$ cat config.mk
export PLATFORM = sky130hd
export DESIGN_NAME = ber_test_sequencer
export DESIGN_NICKNAME = d
export VERILOG_FILES = /design/src/rtl/ber_test_sequencer.sv
export SDC_FILE = /design/constraint.sdc
export NUM_CORES = 1
export LEC_CHECK = 0
export ABC_CLOCK_PERIOD_IN_PS = 3650
export CAP_MARGIN = 30
export CORE_UTILIZATION = 52
export DETAILED_ROUTE_END_ITERATION = 8
export GPL_TIMING_DRIVEN = 0
export PLACE_DENSITY = 0.77
export SETUP_SLACK_MARGIN = 0.4
export SKIP_LAST_GASP = 1
export SYNTH_ARGS = -nofsm -noshare
export SYNTH_HDL_FRONTEND = slang
export SYNTH_SLANG_ARGS = --single-unit
$ cat constraint.sdc
create_clock -name clk -period 3.65 [get_ports clk]
set_input_delay 0.73 -clock clk [delete_from_list [all_inputs] [get_ports clk]]
set_output_delay 0.73 -clock clk [all_outputs]
set_load 0.01 [all_outputs]
$ cat src/rtl/ber_test_sequencer.sv
// BER test sequencer: resets the PRBS generator/checker, waits for checker lock,
// then counts bits and errors. Define BER_SEQ_TIMEOUT_EN to bound the lock wait.
module ber_test_sequencer #(
    parameter int CNT_W        = 32,
    parameter int RST_CYCLES   = 4,
    parameter int LOCK_TIMEOUT = 1024
) (
    input  logic             clk,
    input  logic             rst,
    input  logic             start,
    input  logic             abort,
    input  logic [15:0]      cfg_error_rate,
    input  logic [CNT_W-1:0] cfg_test_len,
    input  logic             chk_lock,
    input  logic             chk_err,
    output logic             prbs_rst,
    output logic [15:0]      prbs_error_rate,
    output logic             chk_rst,
    output logic             busy,
    output logic             done,
    output logic [1:0]       status,
    output logic [CNT_W-1:0] bit_count,
    output logic [CNT_W-1:0] err_count,
    output logic [2:0]       dbg_state
);

    // Handshake: start is a level sampled only in IDLE; done is a one-cycle
    // pulse in DONE, and results stay valid until the next accepted start.

    localparam logic [1:0] ST_OK      = 2'd0;
    localparam logic [1:0] ST_TIMEOUT = 2'd1;
    localparam logic [1:0] ST_LOST    = 2'd2;
    localparam logic [1:0] ST_ABORT   = 2'd3;

    localparam int RC_W = (RST_CYCLES > 1) ? $clog2(RST_CYCLES) : 1;

    if (RST_CYCLES < 1 || LOCK_TIMEOUT < 1) begin : g_bad_param
        $error("ber_test_sequencer: RST_CYCLES and LOCK_TIMEOUT must be >= 1");
    end

    typedef enum logic [2:0] {
        S_IDLE  = 3'd0,
        S_RESET = 3'd1,
        S_SYNC  = 3'd2,
        S_RUN   = 3'd3,
        S_DONE  = 3'd4
    } state_t;

    state_t           state;
    logic [CNT_W-1:0] len_q;
    logic [RC_W-1:0]  rst_cnt;
    logic [CNT_W-1:0] bit_inc;
    logic [CNT_W-1:0] err_inc;

`ifdef BER_SEQ_TIMEOUT_EN
    localparam int TO_W = (LOCK_TIMEOUT > 1) ? $clog2(LOCK_TIMEOUT) : 1;
    logic [TO_W-1:0] sync_cnt;
`endif

    // Saturating increments: the counters stick at all-ones rather than wrap.
    always_comb begin
        bit_inc = (bit_count == '1) ? bit_count : bit_count + CNT_W'(1);
        err_inc = (err_count == '1) ? err_count : err_count + CNT_W'(1);
    end

    always_ff @(posedge clk) begin
        if (rst) begin
            state           <= S_IDLE;
            len_q           <= '0;
            prbs_error_rate <= 16'hFFFF;
            status          <= ST_OK;
            bit_count       <= '0;
            err_count       <= '0;
            rst_cnt         <= '0;
`ifdef BER_SEQ_TIMEOUT_EN
            sync_cnt        <= '0;
`endif
        end else begin
            case (state)
                S_IDLE: begin
                    if (start) begin
                        state           <= S_RESET;
                        len_q           <= cfg_test_len;
                        prbs_error_rate <= cfg_error_rate;
                        status          <= ST_OK;
                        bit_count       <= '0;
                        err_count       <= '0;
                        rst_cnt         <= '0;
                    end
                end
                S_RESET: begin
                    if (abort) begin
                        state  <= S_DONE;
                        status <= ST_ABORT;
                    end else if (rst_cnt == RC_W'(RST_CYCLES - 1)) begin
                        state <= S_SYNC;
`ifdef BER_SEQ_TIMEOUT_EN
                        sync_cnt <= '0;
`endif
                    end else begin
                        rst_cnt <= rst_cnt + RC_W'(1);
                    end
                end
                S_SYNC: begin
                    if (abort) begin
                        state  <= S_DONE;
                        status <= ST_ABORT;
                    end else if (chk_lock) begin
                        // A zero-length test completes on lock without counting.
                        state <= (len_q == '0) ? S_DONE : S_RUN;
`ifdef BER_SEQ_TIMEOUT_EN
                    end else if (sync_cnt == TO_W'(LOCK_TIMEOUT - 1)) begin
                        state  <= S_DONE;
                        status <= ST_TIMEOUT;
                    end else begin
                        sync_cnt <= sync_cnt + TO_W'(1);
`endif
                    end
                end
                S_RUN: begin
                    if (abort) begin
                        state  <= S_DONE;
                        status <= ST_ABORT;
                    end else if (!chk_lock) begin
                        state  <= S_DONE;
                        status <= ST_LOST;
                    end else begin
                        bit_count <= bit_inc;
                        if (chk_err) begin
                            err_count <= err_inc;
                        end
                        if (bit_inc == len_q) begin
                            state <= S_DONE;
                        end
                    end
                end
                S_DONE: begin
                    state <= S_IDLE;
                end
                default: begin
                    state <= S_IDLE;
                end
            endcase
        end
    end

    // Control outputs decode straight from the state register.
    assign prbs_rst  = (state == S_IDLE) || (state == S_RESET) || (state == S_DONE);
    assign chk_rst   = prbs_rst;
    assign busy      = (state == S_RESET) || (state == S_SYNC) || (state == S_RUN);
    assign done      = (state == S_DONE);
    assign dbg_state = state;

endmodule

Word level (Yosys, flattened, before mapping)
Index checks and enable logic that the tools add are counted.

Output and inout port bits: 89. Logic and storage cells: 74. Flip-flop bits (word level): 119.

Mux-type cells: 28. Add/subtract/negate cells: 3. Reductions and logical operators: 16. Equality and inequality tests: 20.

Operators with widths (count): 32-bit two-way mux (8); 32-bit case mux with 2 select lines (2); 32-bit by 1-bit adder with 32-bit output, second input constant (2); 32-bit equality test, second input constant (2); 32-bit equality test (1); 32-bit logical NOT (1); 3-bit two-way mux (9); 4-bit AND reduction (4); 2-bit inequality test, second input constant (7); 2-bit two-way mux (6); 3-bit case mux with 4 select lines (1); 3-bit inequality test, second input constant (3); 3-bit by 2-bit equality test with 1-bit output, second input constant (2); 2-bit case mux with 3 select lines (1); 6-bit AND reduction (1); 1-bit logical OR (4); 4-bit inequality test, second input constant (1); 2-bit case mux with 2 select lines (1); 2-bit nonzero test (2); 3-bit by 1-bit equality test with 1-bit output, second input constant (1); 3-bit equality test, second input constant (1); 3-bit logical NOT (1); 3-bit nonzero test (1); 2-bit by 1-bit adder with 2-bit output, second input constant (1); 4 further kinds (4).

Longest topological paths before layout
Word-level depth: 7. Mapped depth: 10.

Worst setup path before layout
Ideal clock, no wire load.

Path kind: reg2reg. From: reg bit_count[0]. To: reg state[2] (netlist: dbg_state[2]). Setup slack: 0.778 ns. Data required time: 3.535 ns. Stages on the path, launching flop included: 10. Library setup time: 0.115 ns. Arrival: 2.756 ns. Clock period less this slack: 2.872 ns. Cells stage by stage: dfxtp_1 -> ha_1 -> nand4_1 -> or4_1 -> buf_2 -> or4_4 -> o311a_1 -> and4_4 -> and4_4 -> a31o_1.

Word-level cells in the longest chain between the ends: 5. Elaborated cells between the ends (all ways): 6.

RTL lines: start, declared (RTL line 22) `output logic [CNT_W-1:0] bit_count,`; start signal, assigned (RTL line 128) `bit_count <= bit_inc;`; 32-bit by 1-bit adder with 32-bit output or 32-bit equality test (tied branches) (RTL line 62) `bit_inc = (bit_count == '1) ? bit_count : bit_count + CNT_W'(1);`; 32-bit two-way mux (*) (RTL line 62); 32-bit equality test (*) (RTL line 132) `if (bit_inc == len_q) begin`; 4-bit inequality test (no line) (*); 4-bit AND reduction (no line) (*); end signal, assigned (RTL line 110) `state <= (len_q == '0) ? S_DONE : S_RUN;`; end, declared (RTL line 49) `state_t state;`.

Mark *: on every way between the ends. The rest lies on a longest branch, timed or not. A chain may end at the register's enable or synchronous reset.

Worst setup path in the final report
From: reg bit_count[29]. To: reg state[1] (netlist: dbg_state[1]).

The elaborated chain is that of the path after synthesis.

==> reports/results.txt <==
The worst hold path terminates at prbs_error_rate[1]$_SDFFE_PP1P_. The arrival time at the worst endpoint is 3.49 ns, and the number of storage elements in the synthesis netlist is 119. The final layout contains 1109 nets. In this run the remaining antenna-violating nets after routing total 0. The worst-case clock skew was 0.00989 ns; the reported net switching power was 1.20 mW. For the max-slew violation count, the log shows 0. The synthesized design spends more area on one cell type than any other, namely sky130_fd_sc_hd__dfxtp_1.

The fraction of synthesized cell area taken by the top area cell type works out to 0.350. The Yosys step of the flow raised 0 warnings. The worst-case IR drop observed on VDD is 375 uV. TritonCTS built the clock tree.

For this design, the sink count on the clock tree is 119. The number of rows created at floorplan is 41. At the end of routability-driven placement, the weighted congestion stood at 0.967. The worst-margin pin slew works out to 0.942 ns. The die is 116 um wide. Initial antenna violation count: 0. Data on the critical path is required at its endpoint by 3.96 ns. The number of clock buffers inserted by TritonCTS came out at 17. For the CTS H-tree depth, the log shows 4.

The commonest cells after synthesis are 155 x sky130_fd_sc_hd__nand2_1, 119 x sky130_fd_sc_hd__dfxtp_1, 84 x sky130_fd_sc_hd__a21oi_1. The endpoint identified for the worst register-to-register timing path is dbg_state[1]$_SDFFE_PP0P_. The clock transition at the register clock pins on the worst setup and hold paths after CTS is 0.06 ns.

Gate family responsible for the most delay along the worst path: simple AND/OR/NAND/NOR gates. The number of violations reported at the end of detailed-routing iteration 0 was 903; the average wire per cell in the routed design was 18.0 um. The synthesized cell area was 6810 um2. The number of synthesized flops with an enable pin works out to 0. The root cell of the clock tree is sky130_fd_sc_hd__clkbuf_16. Buffers inserted to repair hold after CTS numbered 0. Counting every net in the synthesized netlist gives 944. On the critical path, the stage with the largest delay is an instance of sky130_fd_sc_hd__or4_1. The flow ran to the end, and the final reports show no timing, DRC or antenna violations.

Cell internal power was estimated by the tool at 2.68 mW. Together, buffers and inverters on the worst path number 2. Static timing analysis puts the maximum clock frequency at 315 MHz.

The proportion of layout cells with a drive suffix above 1 is 0.0873, and the HPWL after detailed placement is 16200 um. The later pin in the worst-skew pair is clocked with a latency of 0.43 ns. The signal on the critical path passes through clkbuf_2 > nand4_1 > or4_1 > clkbuf_2 > o211ai_1 > xnor2_1 > nand4_1 > a2111oi_4 > and4_4 > a31oi_1.

The worst setup path is launched from a flop. In this run the vertical extent of the chip is 116 um. The areal power density over the cells came out at 426 nW/um2.

The tools report the worst relative slew slack as 0.372. For flop-to-flop paths, the worst setup slack is 0.47 ns. The total routing resource utilization after global routing is 0.338, and the combinational cell fraction of total power is 0.205.

For this block, the routed nets add up to 22300 um of wire. The growth of design area from synthesis to finish works out to 33.7%. The logs give 0.415 for the proportion of power drawn by the clock network and 6645 for the via count of the first global-routing pass. The utilization after layout is 0.719, and the hold violation count in the final report is 0. In this design, the stage delay of the slowest critical-path cell is 0.55 ns. The wire length of the first global-routing pass came out at 34700 um. No sink is reached through more buffers than the 2 on the longest clock path.

In the synthesized netlist the dominant register cell turns out to be sky130_fd_sc_hd__dfxtp_1. The layout has 1083 filler cells. The boundary pin count is 143. For this run, the detailed router's first-pass iteration total came to 8. Sum of negative setup slack: 0 ns. The final cycle utilization of the critical path came out at 0.871.

For the number of max-cap violations, the log shows 0. By instance count, the leading cell after synthesis is sky130_fd_sc_hd__nand2_1. For this run the aggregate overflow at the end of global routing stands at 0. The part of the power in registers is 0.380. The post-synthesis sequential area ratio came out at 0.350. The tools report the startpoint of the most critical hold path as prbs_error_rate[1]$_SDFFE_PP1P_.

The number of cells on the worst hold path works out to 2. The synthesized area per cell is 7.68 um2, and the area inside the core boundary is 12700 um2. The total of buffers placed on input and output ports works out to 141.

The run gives 4150 um2 as the total area of multi-input combinational cells. 0 antenna diodes ended up in the layout. Final number of setup-violating endpoints: 0. For this run, design rule violations remaining after detail routing come to 0. Along the worst path, the maximum fanout reaches 8. The critical path endpoint category is a flop. In the final layout, flip-flops and latches occupy 2390 um2.

The net switching fraction of the power is 0.308, and the distinct cell type count after synthesis is 83. In this run, placement finished with an instance count of 1202. The initial standard-cell utilization of the core came out at 0.537. Number of instances in the synthesized netlist: 887. The launch instance of the worst register-to-register path was bit_count[29]$_SDFFE_PP0P_. By area the synthesized netlist is led by sky130_fd_sc_hd__dfxtp_1 35%, sky130_fd_sc_hd__nand2_1 8.5%, sky130_fd_sc_hd__a21oi_1 6.2%. After detailed routing, the number of vias per cell comes to 6.00.

The tools report the final standard cell count with taps included and fillers excluded as 1237. Maximum number of pins on one net before global-route repair: 17. The tools report the number of vias in the routed layout as 7428. The post-synthesis async set-or-reset flop share was 0; the die footprint was 13600 um2. The worst setup path is of the reg -> reg kind.

The worst hold margin was 0.467 ns. The worst hold path belongs to the class reg -> reg. Setup repair after global routing left no endpoint under its margin. The smallest clock period supported by the final layout is computed as 3.18 ns.

In this run the static leakage power is 3.21 nW. The depth of the worst register-to-register path was 10.
==> flip-flops by register name (all words and copies together) (netlist names) <==
name,count
status,2
rst_cnt,2
dbg_state,3
len_q,32
err_count,32
prbs_error_rate,16
bit_count,32
==> routing by layer <==
metal | global-route usage | routed length, um | vias up
li1 | - | - | 3522
met1 | 0.453 | 9590 | 3416
met2 | 0.497 | 9470 | 440
met3 | 0.120 | 2580 | 50
met4 | 0.123 | 630 | 0
met5 | 0 | 0 | -
==> final cells by class <==
cell class,instances,area share
Clock buffer,19,0.0486
Inverter,10,0.00412
Buffer,59,0.0330
Clock inverter,13,0.0137
Tap cell,172,0.0236
Timing Repair Buffer,146,0.159
Multi-Input combinational cell,699,0.456
Sequential cell,119,0.262
==> cell usage in the layout, fill, tap and decap left out, types with 6 or more instances in the layout <==
master                              n
sky130_fd_sc_hd__xor2_1            28
sky130_fd_sc_hd__xnor2_1           43
sky130_fd_sc_hd__dfxtp_1          115
sky130_fd_sc_hd__a22oi_1            7
sky130_fd_sc_hd__or4_1              7
sky130_fd_sc_hd__buf_2              6
sky130_fd_sc_hd__and3_1            11
sky130_fd_sc_hd__a21oi_1           84
sky130_fd_sc_hd__clkdlybuf4s50_1  141
sky130_fd_sc_hd__nor4_1            21
sky130_fd_sc_hd__nor2_1            71
sky130_fd_sc_hd__nor3_1            31
sky130_fd_sc_hd__nand2_1          155
sky130_fd_sc_hd__and4_1             8
sky130_fd_sc_hd__clkbuf_16         17
sky130_fd_sc_hd__nand4_1           24
sky130_fd_sc_hd__o21ai_0           39
sky130_fd_sc_hd__clkbuf_1          40
sky130_fd_sc_hd__and2_1             7
sky130_fd_sc_hd__or3_1             12
sky130_fd_sc_hd__nand3_1           31
sky130_fd_sc_hd__a31oi_1           10
sky130_fd_sc_hd__buf_4              8
sky130_fd_sc_hd__nand3b_1          21
sky130_fd_sc_hd__inv_1             10
==> power by group through the flow <==
stage	combinational, mW	sequential [mW]	clock [mW]
after detailed placement	0.770	1.50	0
after global placement	0.762	1.49	0
after floorplan	0.450	1.49	0
final	0.795	1.47	1.61
after CTS	0.781	1.47	1.62
after global routing	0.876	1.48	1.68
==> worst reg2reg max path, delay by kind of cell, from the launching register on <==
| kind | cells | cell delay [ns] |
|---|---|---|
| buf+inv | 2 | 0.41 |
| compound gates | 3 | 0.81 |
| flops | 1 | 0.36 |
| xor+xnor | 1 | 0.17 |
| simple gates | 4 | 1.32 |
==> through the flow <==
step                      total power, mW  setup slack (ns)  cell area [um2]
after floorplan                      1.94             0.778             6810
after global placement               2.26            -0.111             8430
after detailed placement             2.27           -0.0460             8440
after CTS                            3.87             0.436             9050
after global routing                 4.04             0.374             9100
final                                3.88             0.471             9100
==> worst max path at each step <==
stage	startpoint	end	slack, ns	cells past startpoint
2_1_floorplan	bit_count[0]$_SDFFE_PP0P_	dbg_state[2]$_SDFFE_PP0P_	0.78	9
3_3_place_gp	bit_count[24]$_SDFFE_PP0P_	dbg_state[1]$_SDFFE_PP0P_	-0.11	9
3_5_place_dp	bit_count[24]$_SDFFE_PP0P_	dbg_state[1]$_SDFFE_PP0P_	-0.05	9
4_1_cts	bit_count[29]$_SDFFE_PP0P_	dbg_state[1]$_SDFFE_PP0P_	0.44	10
5_1_grt	bit_count[29]$_SDFFE_PP0P_	dbg_state[1]$_SDFFE_PP0P_	0.37	10
6_report	bit_count[29]$_SDFFE_PP0P_	dbg_state[1]$_SDFFE_PP0P_	0.47	10
==> what timing repair did <==
item / CTS / global route
buffers inserted: 2 / 1
setup endpoints to repair: 3 / 25
cloned: 0 / 0
pin swaps: 2 / 2
gates resized for setup: 8 / 11
==> cells by family (layout without fill, tap and decap cells) <==
kind of cell / after synthesis / after routing / share of synthesized area
AOI/OAI and AO/OA: 191 / 191 / 0.174
xor gates and xnor gates: 71 / 71 / 0.0913
buffers and inverters: 69 / 247 / 0.0491
and+or+nand+nor: 432 / 432 / 0.327
muxes: 2 / 2 / 0.00312
DFF: 119 / 119 / 0.350
adders and majority gates: 3 / 3 / 0.00551
(Power assumes the default switching activity.)
